**config.mk**
```make
export PLATFORM = sky130hd
export DESIGN_NAME = bcd_display_scan
export DESIGN_NICKNAME = d
export VERILOG_FILES = /design/src/rtl/bcd_display_scan.sv
export SDC_FILE = /design/constraint.sdc
export NUM_CORES = 1
export LEC_CHECK = 0
export ABC_AREA = 1
export CAP_MARGIN = 5
export CORE_MARGIN = 5
export CORE_UTILIZATION = 60
export CTS_CLUSTER_DIAMETER = 60
export CTS_CLUSTER_SIZE = 25
export DETAILED_ROUTE_END_ITERATION = 8
export PLACE_DENSITY = 0.91
export SLEW_MARGIN = 40
export SYNTH_ARGS = -nofsm -noshare
export SYNTH_HDL_FRONTEND = slang
export SYNTH_SLANG_ARGS = --single-unit
export TNS_END_PERCENT = 20
```
**constraint.sdc**
```tcl
create_clock -name clk -period 6.4 [get_ports clk]
set_input_delay 1.28 -clock clk [delete_from_list [all_inputs] [get_ports clk]]
set_output_delay 1.28 -clock clk [all_outputs]
set_load 0.005 [all_outputs]
```
**src/rtl/bcd_display_scan.sv**
```systemverilog
// bcd_display_scan: 4-digit multiplexed 7-segment scan driver.
// Snapshots dmin/umin/dseg/useg once per frame and scans them out.
//
// Ports:
//   clk, reset   clock, asynchronous active-high reset
//   en           scan enable; low turns the display dark
//   dmin..useg   BCD digits 3..0 (dmin drives an[3], useg an[0])
//   colon_on     lights dp on digit 2 (sampled with the digits)
//   seg, dp, an  segment bus {g..a}, colon point, digit enables
//   frame_done   pulse on the last lit cycle of the digit-3 slot
//   err          snapshot held a non-BCD digit
module bcd_display_scan #(
  parameter int SCAN_DIV     = 50000,
  parameter int BLANK_CYCLES = 500,
  parameter int ACTIVE_LOW   = 1,
  parameter int LZS          = 1
) (
  input  logic       clk,
  input  logic       reset,
  input  logic       en,
  input  logic [3:0] dmin,
  input  logic [3:0] umin,
  input  logic [3:0] dseg,
  input  logic [3:0] useg,
  input  logic       colon_on,
  output logic [6:0] seg,
  output logic       dp,
  output logic [3:0] an,
  output logic       frame_done,
  output logic       err
);

  localparam int CW = (SCAN_DIV > 1) ? $clog2(SCAN_DIV) : 1;
  localparam logic [CW-1:0] CNT_LAST  = CW'(SCAN_DIV - 1);
  localparam logic [CW-1:0] BLNK_LAST = CW'(BLANK_CYCLES - 1);
  localparam logic [CW-1:0] BLNK_END  = CW'(BLANK_CYCLES);
  localparam logic [CW-1:0] CNT_ONE   = CW'(1);
  localparam logic          POL       = (ACTIVE_LOW != 0);
  localparam logic          LZS_EN    = (LZS != 0);

  typedef enum logic [1:0] {
    S_IDLE,
    S_LOAD,
    S_BLANK,
    S_SHOW
  } state_t;

  state_t          state_q, state_d;
  logic [1:0]      slot_q, slot_d;
  logic [CW-1:0]   cnt_q, cnt_d;
  logic [3:0][3:0] dig_q, dig_d;
  logic            colon_q, colon_d;
  logic            err_q, err_d;

  logic [6:0]      seg_q, seg_d;
  logic            dp_q, dp_d;
  logic [3:0]      an_q, an_d;
  logic            fd_q, fd_d;

  logic            lit;
  logic [3:0]      an_h;
  logic [6:0]      seg_h;
  logic            dp_h;

  function automatic logic [6:0] dec7(input logic [3:0] v);
    logic [6:0] r;
    case (v)
      4'd0:    r = 7'h3F;
      4'd1:    r = 7'h06;
      4'd2:    r = 7'h5B;
      4'd3:    r = 7'h4F;
      4'd4:    r = 7'h66;
      4'd5:    r = 7'h6D;
      4'd6:    r = 7'h7D;
      4'd7:    r = 7'h07;
      4'd8:    r = 7'h7F;
      4'd9:    r = 7'h6F;
      default: r = 7'h40;
    endcase
    return r;
  endfunction

  function automatic logic bad_bcd(input logic [3:0] v);
    return v > 4'd9;
  endfunction

  // Sequencer: slot counter spans the whole slot, blank part first.
  always_comb begin
    state_d = state_q;
    slot_d  = slot_q;
    cnt_d   = cnt_q;
    dig_d   = dig_q;
    colon_d = colon_q;
    err_d   = err_q;
    if (!en) begin
      state_d = S_IDLE;
      slot_d  = 2'd0;
      cnt_d   = '0;
    end else begin
      unique case (state_q)
        S_IDLE: begin
          state_d = S_LOAD;
          slot_d  = 2'd0;
          cnt_d   = '0;
        end
        S_LOAD: begin
          dig_d   = {dmin, umin, dseg, useg};
          colon_d = colon_on;
          err_d   = bad_bcd(dmin) | bad_bcd(umin)
                  | bad_bcd(dseg) | bad_bcd(useg);
          slot_d  = 2'd0;
          cnt_d   = '0;
          state_d = S_BLANK;
        end
        S_BLANK: begin
          cnt_d = cnt_q + CNT_ONE;
          if (cnt_q == BLNK_LAST) begin
            cnt_d   = BLNK_END;
            state_d = S_SHOW;
          end
        end
        S_SHOW: begin
          if (cnt_q == CNT_LAST) begin
            cnt_d = '0;
            if (slot_q == 2'd3) begin
              state_d = S_LOAD;
            end else begin
              slot_d  = slot_q + 2'd1;
              state_d = S_BLANK;
            end
          end else begin
            cnt_d = cnt_q + CNT_ONE;
          end
        end
        default: begin
          state_d = S_IDLE;
          slot_d  = 2'd0;
          cnt_d   = '0;
        end
      endcase
    end
  end

  // Outputs are a registered image of the next state, so they line
  // up cycle-for-cycle with the state they describe.
  always_comb begin
    lit   = (state_d == S_SHOW)
          && !(LZS_EN && (slot_d == 2'd3) && (dig_q[3] == 4'd0));
    an_h  = 4'b0000;
    seg_h = 7'h00;
    dp_h  = 1'b0;
    if (lit) begin
      an_h  = 4'b0001 << slot_d;
      seg_h = dec7(dig_q[slot_d]);
      dp_h  = (slot_d == 2'd2) && colon_q;
    end
    an_d  = an_h ^ {4{POL}};
    seg_d = seg_h ^ {7{POL}};
    dp_d  = dp_h ^ POL;
    fd_d  = (state_d == S_SHOW) && (slot_d == 2'd3)
          && (cnt_d == CNT_LAST);
  end

  always_ff @(posedge clk or posedge reset) begin
    if (reset) begin
      state_q <= S_IDLE;
      slot_q  <= 2'd0;
      cnt_q   <= '0;
      dig_q   <= '0;
      colon_q <= 1'b0;
      err_q   <= 1'b0;
      seg_q   <= {7{POL}};
      dp_q    <= POL;
      an_q    <= {4{POL}};
      fd_q    <= 1'b0;
    end else begin
      state_q <= state_d;
      slot_q  <= slot_d;
      cnt_q   <= cnt_d;
      dig_q   <= dig_d;
      colon_q <= colon_d;
      err_q   <= err_d;
      seg_q   <= seg_d;
      dp_q    <= dp_d;
      an_q    <= an_d;
      fd_q    <= fd_d;
    end
  end

  assign seg        = seg_q;
  assign dp         = dp_q;
  assign an         = an_q;
  assign frame_done = fd_q;
  assign err        = err_q;

endmodule

```
# Word level (Yosys, flattened, before mapping)
# Memories as Yosys holds them, arrays and structs flattened.
# Cells that the tools add are included.
dict set report classes {
  n_reduce_logical 10
  n_addsub 2
  n_lt_le_gt_ge 5
  eq_ne 10
  n_bitwise 6
  n_shift 1
  muxes 18
}
# cell n
set op_table {}
lappend op_table {{$mux W16} 3}
lappend op_table {{$pmux W16 S3} 1}
lappend op_table {{$eq A16 B16 Y1 const B} 2}
lappend op_table {{$add A16 B1 Y16 const B} 1}
lappend op_table {{$eq A16 B9 Y1 const B} 1}
lappend op_table {{$gt A4 B4 Y1 const B} 4}
lappend op_table {{$mux W2} 7}
lappend op_table {{$eq A2 B2 Y1 const B} 6}
lappend op_table {{$bmux W4 S2} 1}
lappend op_table {{$mux W4} 2}
lappend op_table {{$pmux W2 S4} 1}
lappend op_table {{$mux W7} 1}
lappend op_table {{$not A7 Y7} 1}
lappend op_table {{$logic_and A1 B1 Y1} 5}
lappend op_table {{$logic_not A4 Y1} 1}
lappend op_table {{$not A4 Y4} 1}
lappend op_table {{$pmux W2 S2} 1}
lappend op_table {{$shl A1 B2 Y4 const A} 1}
lappend op_table {{$lt A2 B3 Y1 const B} 1}
lappend op_table {{$or A1 B1 Y1} 3}
lappend op_table {{$add A2 B1 Y2 const B} 1}
lappend op_table {{$eq A2 B1 Y1 const B} 1}
lappend op_table {{$logic_not A2 Y1} 1}
lappend op_table {{$reduce_and A2 Y1} 1}
lappend op_table {{other kinds (4)} 4}
dict set report word_totals {
  rom_bits 112
  register_bits 51
  in_bits 20
  mem_count 1
  output_inout_bits 14
}
# memory words word_bits read_ports rd_ports_with_merged_regs wr line_no
set memory_table {}
lappend memory_table {{(name not given)} 16 7 1 0 0 67} ;# case (v)

# Longest topological paths before layout
# Gate-level depths: netlist (run 1).
dict set report logic_depth {
  depth_word 11
  ltp_mapped 17
  depth_no_buf 17
}

# Least setup slack after synthesis (run 1)
# Ideal clock, no wire load.
dict set report synth_path {
  kind {input -> register}
  startpoint {input en}
  endpoint {register seg_q[0] (netlist: seg[0])}
  path_buffers 1
  arrival_ns 2.707
  cell_stages 15
  setup_ns 0.089
  required_ns 6.311
  setup_slack_ns 3.604
  path_cell_list {nand2_1 -> inv_1 -> nand2_1 -> nand2_1 -> buf_6 -> nor2_2 -> nand2_1 -> nand2_1 -> nor2_2 -> inv_1 -> ha_1 -> inv_1 -> nand3_1 -> nand3_1 -> nand3_1}
}
dict set report synth_between {
  elab_chain_len 7
  elab_cells_between_ends 12
  cone_classes {eq/ne: 2; mux: 5; bitwise: 1; reduce/logical: 3; memory: 1}
}
# element line_no
set synth_lines {}
lappend synth_lines {{start: declaration} 20} ;# input logic en,
lappend synth_lines {{$mux W2 (*)} 95} ;# if (!en) begin
lappend synth_lines {{net slot_d[1]} 49} ;# logic [1:0] slot_q, slot_d;
lappend synth_lines {{branches (longest 4 deep; another with $mem_v2 Z16 W7)} n/a}
lappend synth_lines {{$mux W7 (*)} 152} ;# if (lit) begin
lappend synth_lines {{$not A7 Y7 (no source line) (*)} n/a}
lappend synth_lines {{net seg_d[0]} 55} ;# logic [6:0] seg_q, seg_d;
lappend synth_lines {{end signal: assignment} 172} ;# seg_q <= {7{POL}};
lappend synth_lines {{end signal: assignment} 183} ;# seg_q <= seg_d;
lappend synth_lines {{end: declaration} 55}
# Mark *: on every way through the listed nets, which the timed path passes. The select of a mux whose other input is x is not followed.
# A chain may end at the register's enable or synchronous reset.

# Worst setup path in the final report (run 1)
dict set report layout_path {
  startpoint {input en}
  endpoint {register seg_q[4] (netlist: seg[4])}
}
dict set report layout_between {
  elab_chain_len 7
  elab_cells_between_ends 12
  cone_classes {eq/ne: 2; mux: 5; bitwise: 1; reduce/logical: 3; memory: 1}
}
# element line_no
set layout_lines {}
lappend layout_lines {{branches (longest 5 deep; another with $mem_v2 Z16 W7)} n/a}
lappend layout_lines {{$mux W7 (*)} 152}
lappend layout_lines {{$not A7 Y7 (no source line) (*)} n/a}
lappend layout_lines {{net seg_d[4]} 55}
# Marked as above.

==> impl_results.md, run 1 <==
* Critical path's most frequent cell: nand2_1
* CTS Hold Bufs at 0
* TNS Setup at 0 ns
* Switching pwr at 0.0002571 W
* Worst vdd ir at around 0.14 mV
* Worst Hold Launch: colon_q$_DFFE_PP0P_
* Status: completed
* Post-layout instance area at 3319 um2
* PortBufs at 33
* HP Class: reg -> reg
* Required @ worst endpoint at 6.65 ns
* Crit path cell chain: clkdlybuf4s50_1, nand2_1, inv_1, nand2_1, nand2_1, inv_2, nand3_1, nand2_1, nor2_1, ha_1, nand3_1, a21oi_1, nand2_1
* IO Count at 34
* Post-CTS setup buffers at 0
* Core Region at 4661 um2
* Starting Density at 61.23%
* Power Total at 0.0007850 W
* Slowest CP cell: clkdlybuf4s50_1
* Sw frac at 32.75%
* R2R Path End: seg[4]$_DFF_PP1_
* Yosys Warn Count at 0
* Wire length of the first global-routing pass at roughly 10 mm
* Clock power share at about a quarter
* Min Tclk post-route at between 3 and 4 ns
* CP max FO at 11
* Width of the die at 78.97 um
* Worst hold path depth at 1
* Synth Net Count at between 300 and 400
* Leakage power at 1.642 nW
* Final Slew Violations at 0
* Via Count at 2377
* Die area at 6236 um2
* Final Util at 71.22%
* R2r worst-path depth at 13
* Post_cts resized at 0
* Final setup violation count at 0
* DR DRC count at 0
* Netlist Area Pre-Place at 2854 um2
* Vias per cell at 5.306
* Wire per inst at 13.48 um
* Arr. time, crit path at roughly 3.8 ns
* Fin crit share at 54.84%
* H-tree Lvls at 2
* Synth-to-Final Area Change at 16.31%
* Dpl cell area at 3229 um2
* Vias in the first global route at approximately 2400
* Combinational fraction of design power at 23.9%
* Distinct cells, synth at 30
* Number of enable flip-flop cells after synthesis at 0
* Int Pwr at 0.0005279 W
* Hpwl dp at approximately 4.6 mm
* DRT Pass-1 Iters at 4
* Total track usage at 20.47%
* Worst-skew pair later-pin latency at 0.31 ns
* CTS tree: done
* Async SR Flop Fraction at 100.0%
* Slew HR at 58.90%
* Register share of total power at approximately half
* Register-to-register setup slack at between 3 and 4 ns
* # rows at 25
* Crit path buf inv count at 3
* Slowest stage delay, CP at 0.50 ns
* Max Clk Rate at 284.9 MHz
* Final WL at 6.039 mm
* Die H at a little under 80 um
* CTS sink count at 51
* Unrepaired setup endpoints after global routing: false
* Max Cap Viol at 0
* Antenna Nets Post-Route at 0
* Critical Path Source Type: input port
* Crit. End Element: register
* Layout cells sized above 1 at 14.21%
* Worst Tran Pin Value at 0.6164 ns
* Largest net degree at the start of global routing at 52
* Layout Nets at 419
* CTS root buf: clkbuf_8
* Gr ovfl total at 0
* Synth Register Bits at slightly above 50
* Final Hold Viols at 0
* Initial DRC Count at 140
* Ys flop type: dfrtp_1
* # fillers at 360
* Diode count at 0
* CTS buffer count at 5
* Crit Path Class: in -> reg
* Post-Route Skew at 0.004549 ns
* Maximum clock path buffer count at 2
* Worst Hold Path EP: dp$_DFF_PP1_
* Clk pin slew, worst setup/hold paths at roughly 0.1 ns
* Synth Area per Inst at 7.994 um2
* Synth Instances at roughly 360
* CP top delay family: simple AND/OR/NAND/NOR gates
* Cell Pwr Density at between 200 and 250 nW/um2
* Reg-to-Reg Start: cnt_q[0]$_DFF_PP0_
* Seq/Total Area, Yosys at 45.24%
* Initial antenna violation count at 0
* GPL Wtd Cong at 0.8996
[registers in the layout (all words and copies together) (netlist names)]
name / count
seg: 7
err: 1
dig_q: 16
dp: 1
state_q: 2
frame_done: 1
colon_q: 1
slot_q: 2
an: 4
cnt_q: 16
[logic make-up (layout without fill, tap and decap cells)]
logic type,count (synthesis),after routing,synth area share [%]
compound gates,14,14,2.631
buf+inv,51,88,7.365
fa+ha+maj,6,6,2.630
simple gates,227,227,39.68
flops,51,51,45.24
xor+xnor,8,8,2.455
[power groups by stage]
stage                     registers, W  logic (W)  clock network (W)
final                         0.000406   0.000187           0.000191
after detailed placement      0.000411   0.000185                  0
after floorplan               0.000401   0.000125                  0
after global placement        0.000410   0.000176                  0
after global routing          0.000410   0.000213           0.000209
after CTS                     0.000405   0.000188           0.000194
[placed cells by master (no fill, tap or decap)]
cell type        count
nand2_1            113
inv_1               42
dfrtp_1             39
nand3_1             37
clkdlybuf4s50_1     33
nor2_1              32
dfstp_2             12
nand2_2             11
o21ai_0              8
nand4_1              8
xor2_1               6
ha_1                 6
nor2_2               5
nor3_1               5
clkbuf_8             5
nand3_4              4
inv_2                3
nand2_4              3
nor2_8               3
inv_4                3
nand3_2              2
xnor2_1              2
a21oi_1              2
nor3_2               1
a31oi_1              1
nand4_4              1
o22ai_1              1
o21a_1               1
nor2_4               1
nor4_1               1
o21ai_1              1
inv_6                1
buf_4                1
[how the worst max path moves through the flow]
stage / start / to / slack (ns) / cells past startpoint
2_1_floorplan: en / seg[0]$_DFF_PP1_ / 3.60 / 15
5_1_grt: en / seg[0]$_DFF_PP1_ / 2.68 / 15
6_report: en / seg[4]$_DFF_PP1_ / 2.89 / 13
3_3_place_gp: en / seg[3]$_DFF_PP1_ / 2.75 / 15
4_1_cts: en / seg[3]$_DFF_PP1_ / 2.93 / 13
3_5_place_dp: en / seg[0]$_DFF_PP1_ / 2.64 / 15
[Yosys cell counts, types with 2 or more instances]
library cell  number  share of area, %
nor2_2             5               1.1
nand2_1          113                15
nand4_1            8               1.8
nand2_2           11               2.4
a21oi_1            2              0.35
nor2_8             3               2.1
nand2_4            3               1.2
nand3_1           37               6.5
nor2_1            32               4.2
inv_1             43               5.7
nand3_2            2              0.70
xnor2_1            2              0.61
clkbuf_1           3              0.39
xor2_1             6               1.8
dfrtp_1           39                34
inv_2              3              0.39
nor3_1             6               1.1
dfstp_2           12                11
o21ai_0            8               1.4
ha_1               6               2.6
nand3_4            4               2.5
[worst reg2reg max path: stages, from the launching register on]
cell,delay (ns)
dfrtp_1,0.43
ha_1,0.28
nand3_4,0.15
nor2_8,0.20
nand3_1,0.10
nand2_1,0.35
inv_2,0.19
nand3_1,0.16
nand2_1,0.09
nor2_1,0.26
ha_1,0.21
nand3_1,0.10
a21oi_1,0.16
nand2_1,0.07
[per-stage QoR]
stage	hold WS [ns]	worst slack [ns]	std cells
floorplan	0.3996	3.604	357
finish	0.4759	2.890	448
CTS	0.4791	2.933	448
detailed placement	0.4658	2.645	440
global route	0.4917	2.680	448
global placement	0.4648	2.749	440
[cell type report]
| cell class | count | area (um2) | area share [%] |
|---|---|---|---|
| multi-input cells | 255 | 1358 | 40.90 |
| clock inverters | 3 | 21.27 | 0.6408 |
| flip-flops and latches | 51 | 1291 | 38.90 |
| clock buffers | 5 | 68.82 | 2.073 |
| repair buffers | 34 | 337.8 | 10.18 |
| inverters | 46 | 175.2 | 5.277 |
| well taps | 54 | 67.56 | 2.035 |
[metal layers]
layer | GRT usage (%) | share of wire [%] | vias up
li1 | - | - | 1198
met1 | 24.32 | 43 | 1094
met2 | 35.86 | 50 | 68
met3 | 4.308 | 4.2 | 17
met4 | 8.419 | 2.6 | 0
met5 | 0 | 0 | -
Note: power is estimated with default switching activity, not from simulation.
==> run 2: changes to the inputs <==
CORE_UTILIZATION = 56   (was 60)
PLACE_DENSITY = 0.86   (was 0.91)
clock period = 3.57 ns   (was 6.4 ns; I/O delays follow)
==> impl_results.md, run 2 (synthesis results as in run 1) <==
* Status: completed (unchanged)
* Unrepaired setup endpoints after global routing: false (unchanged)
* Crit Path Class: in -> reg (unchanged)
* Wire length of the first global-routing pass at 10.66 mm (was 10.21 mm)
* Worst Tran Pin Value at 0.6093 ns (was 0.6164 ns)
* Layout Nets at 420 (was 419)
* # rows at 26 (was 25)
* Final setup violation count at 0 (unchanged)
* TNS Setup at 0 ns (unchanged)
* GPL Wtd Cong at 0.9315 (was 0.8996)
* Starting Density at 56.60% (was 61.23%)
* Dpl cells at 457 (was 440)
* Gr ovfl total at 0 (unchanged)
* Leakage power at 1.639 nW (was 1.642 nW)
* Critical Path Source Type: input port (unchanged)
* Clk pin slew, worst setup/hold paths at 0.09 ns (was 0.10 ns)
* Most frequent cells in the layout: 113 x nand2_1, 42 x inv_1, 39 x dfrtp_1, 37 x nand3_1, 33 x clkdlybuf4s50_1 (unchanged)
* Post_cts resized at 0 (unchanged)
* Post-CTS setup buffers at 0 (unchanged)
* Min Tclk post-route at 2.730 ns
* Worst Hold Launch: colon_q$_DFFE_PP0P_ (unchanged)
* Largest net degree at the start of global routing at 52 (unchanged)
* Via Count at 2384 (was 2377)
* H-tree Lvls at 2 (unchanged)
* Fin crit share at 76.48%
* Max Clk Rate at 366.3 MHz
* Vias in the first global route at 2413 (was 2352)
* CTS tree: done (unchanged)
* CTS buffer count at 5 (unchanged)
* Wire per inst at 12.78 um (was 13.48 um)
* HP Class: reg -> reg (unchanged)
* Max Cap Viol at 0 (unchanged)
* Vias per cell at 5.127 (was 5.306)
* DRT Pass-1 Iters at 4 (unchanged)
* Die H at 81.39 um (was 78.97 um)
* Die area at 6624 um2 (was 6236 um2)
* Worst vdd ir at 0.2409 mV (was 0.1443 mV)
* Total track usage at 20.72% (was 20.47%)
* Core Region at 5042 um2 (was 4661 um2)
* Diode count at 0 (unchanged)
* CTS root buf: clkbuf_8 (unchanged)
* CTS Hold Bufs at 0 (unchanged)
* Most common cell after layout, fill and taps aside: nand2_1 (unchanged)
* Critical path origin: en (unchanged)
* Arr. time, crit path at 2.96 ns (was 3.76 ns)
* Post-Route Skew at 0.004239 ns (was 0.004549 ns)
* CP max FO at 9 (was 11)
* Required @ worst endpoint at 3.80 ns (was 6.65 ns)
* Reg-to-Reg Start: cnt_q[0]$_DFF_PP0_ (unchanged)
* Maximum clock path buffer count at 2 (unchanged)
* Final worst slack at 0.8397 ns (was 2.890 ns)
* IO Count at 34 (unchanged)
* Final WL at 5.945 mm (was 6.039 mm)
* Hold Slack at 0.4711 ns (was 0.4759 ns)
* Final Hold Viols at 0 (unchanged)
* Antenna Nets Post-Route at 0 (unchanged)
* Cell Pwr Density at 413.8 nW/um2 (was 236.5 nW/um2)
* Slew HR at 59.38% (was 58.90%)
* Hpwl dp at 4.598 mm (was 4.588 mm)
* Width of the die at 81.39 um (was 78.97 um)
* Pre-CTS setup slack at 0.5421 ns (was 2.645 ns)
* Crit. End Element: register (unchanged)
* Final Slew Violations at 0 (unchanged)
* Initial DRC Count at 141 (was 140)
* PortBufs at 33 (unchanged)
* Register-to-register setup slack at 0.96 ns (was 3.60 ns)
* CTS sink count at 51 (unchanged)
* Initial antenna violation count at 0 (unchanged)
* Layout cells sized above 1 at 14.18% (was 14.21%)
* Synth-to-Final Area Change at 17.10% (was 16.31%)
* Worst-skew pair later-pin latency at 0.30 ns (was 0.31 ns)
* Non-filler instance count after layout at 465 (was 448)
* Power Total at 0.001383 W (was 0.0007850 W)
* DR DRC count at 0 (unchanged)
[run 2: changes by cell type in the layout (fill, tap and decap cells not counted)]
cell / previous run / this run
clkinvlp_4: 0 / 1
inv_4: 3 / 1
clkinv_2: 0 / 1
clkbuf_1: 0 / 1
inv_6: 1 / 0
buf_4: 1 / 2
[run 2: final timing paths]
check,end,cells after the start
worst max-delay path,seg[0]$_DFF_PP1_,15
worst min-delay path,dp$_DFF_PP1_,1
worst max register to register,seg[0]$_DFF_PP1_,15
worst min register to register,dp$_DFF_PP1_,1
max in group asynchronous,dig_q[4]$_DFFE_PP0P_,2
min in group asynchronous,frame_done$_DFF_PP0_,2
[run 2: cell type report]
class / instances / area, um2
clock inverters: 2 / 12.51
multi-input cells: 255 / 1358
flip-flops and latches: 51 / 1291
repair buffers: 35 / 345.3
inverters: 46 / 175.2
fillers: 416 / 1700
well taps: 70 / 87.58
clock buffers: 6 / 72.57
[run 2: worst max-delay path, stage by stage]
cell             delay [ns]
clkdlybuf4s50_1        0.51
nand2_1                0.09
inv_1                  0.23
nand2_1                0.08
nand2_1                0.22
inv_2                  0.14
nand3_1                0.11
nand2_1                0.07
nor2_2                 0.18
inv_1                  0.10
ha_1                   0.21
inv_1                  0.05
nand3_1                0.09
nand3_1                0.11
nand3_1                0.07
[run 2: routing by layer]
layer	GRT usage [%]	share of wire (%)	wire (um)
met4	5.743	1.3	77
met1	25.65	43	2549
met2	36.40	51	3015
met3	4.213	5.1	303
met5	0	0	0
[run 2: metrics by stage]
step,instance area (um2),util [%]
after floorplan,2854,-
after global placement,3254,64.54
after detailed placement,3257,64.59
after CTS,3342,66.28
after global routing,3342,66.28
final,3342,66.28
[run 2: power breakdown]
| group | internal [W] | switching [W] | total (W) |
|---|---|---|---|
| clock network | 0.000137 | 0.000189 | 0.000326 |
| logic | 0.000140 | 0.000189 | 0.000329 |
| registers | 0.000664 | 0.0000642 | 0.000728 |
| total | 0.000941 | 0.000442 | 0.00138 |
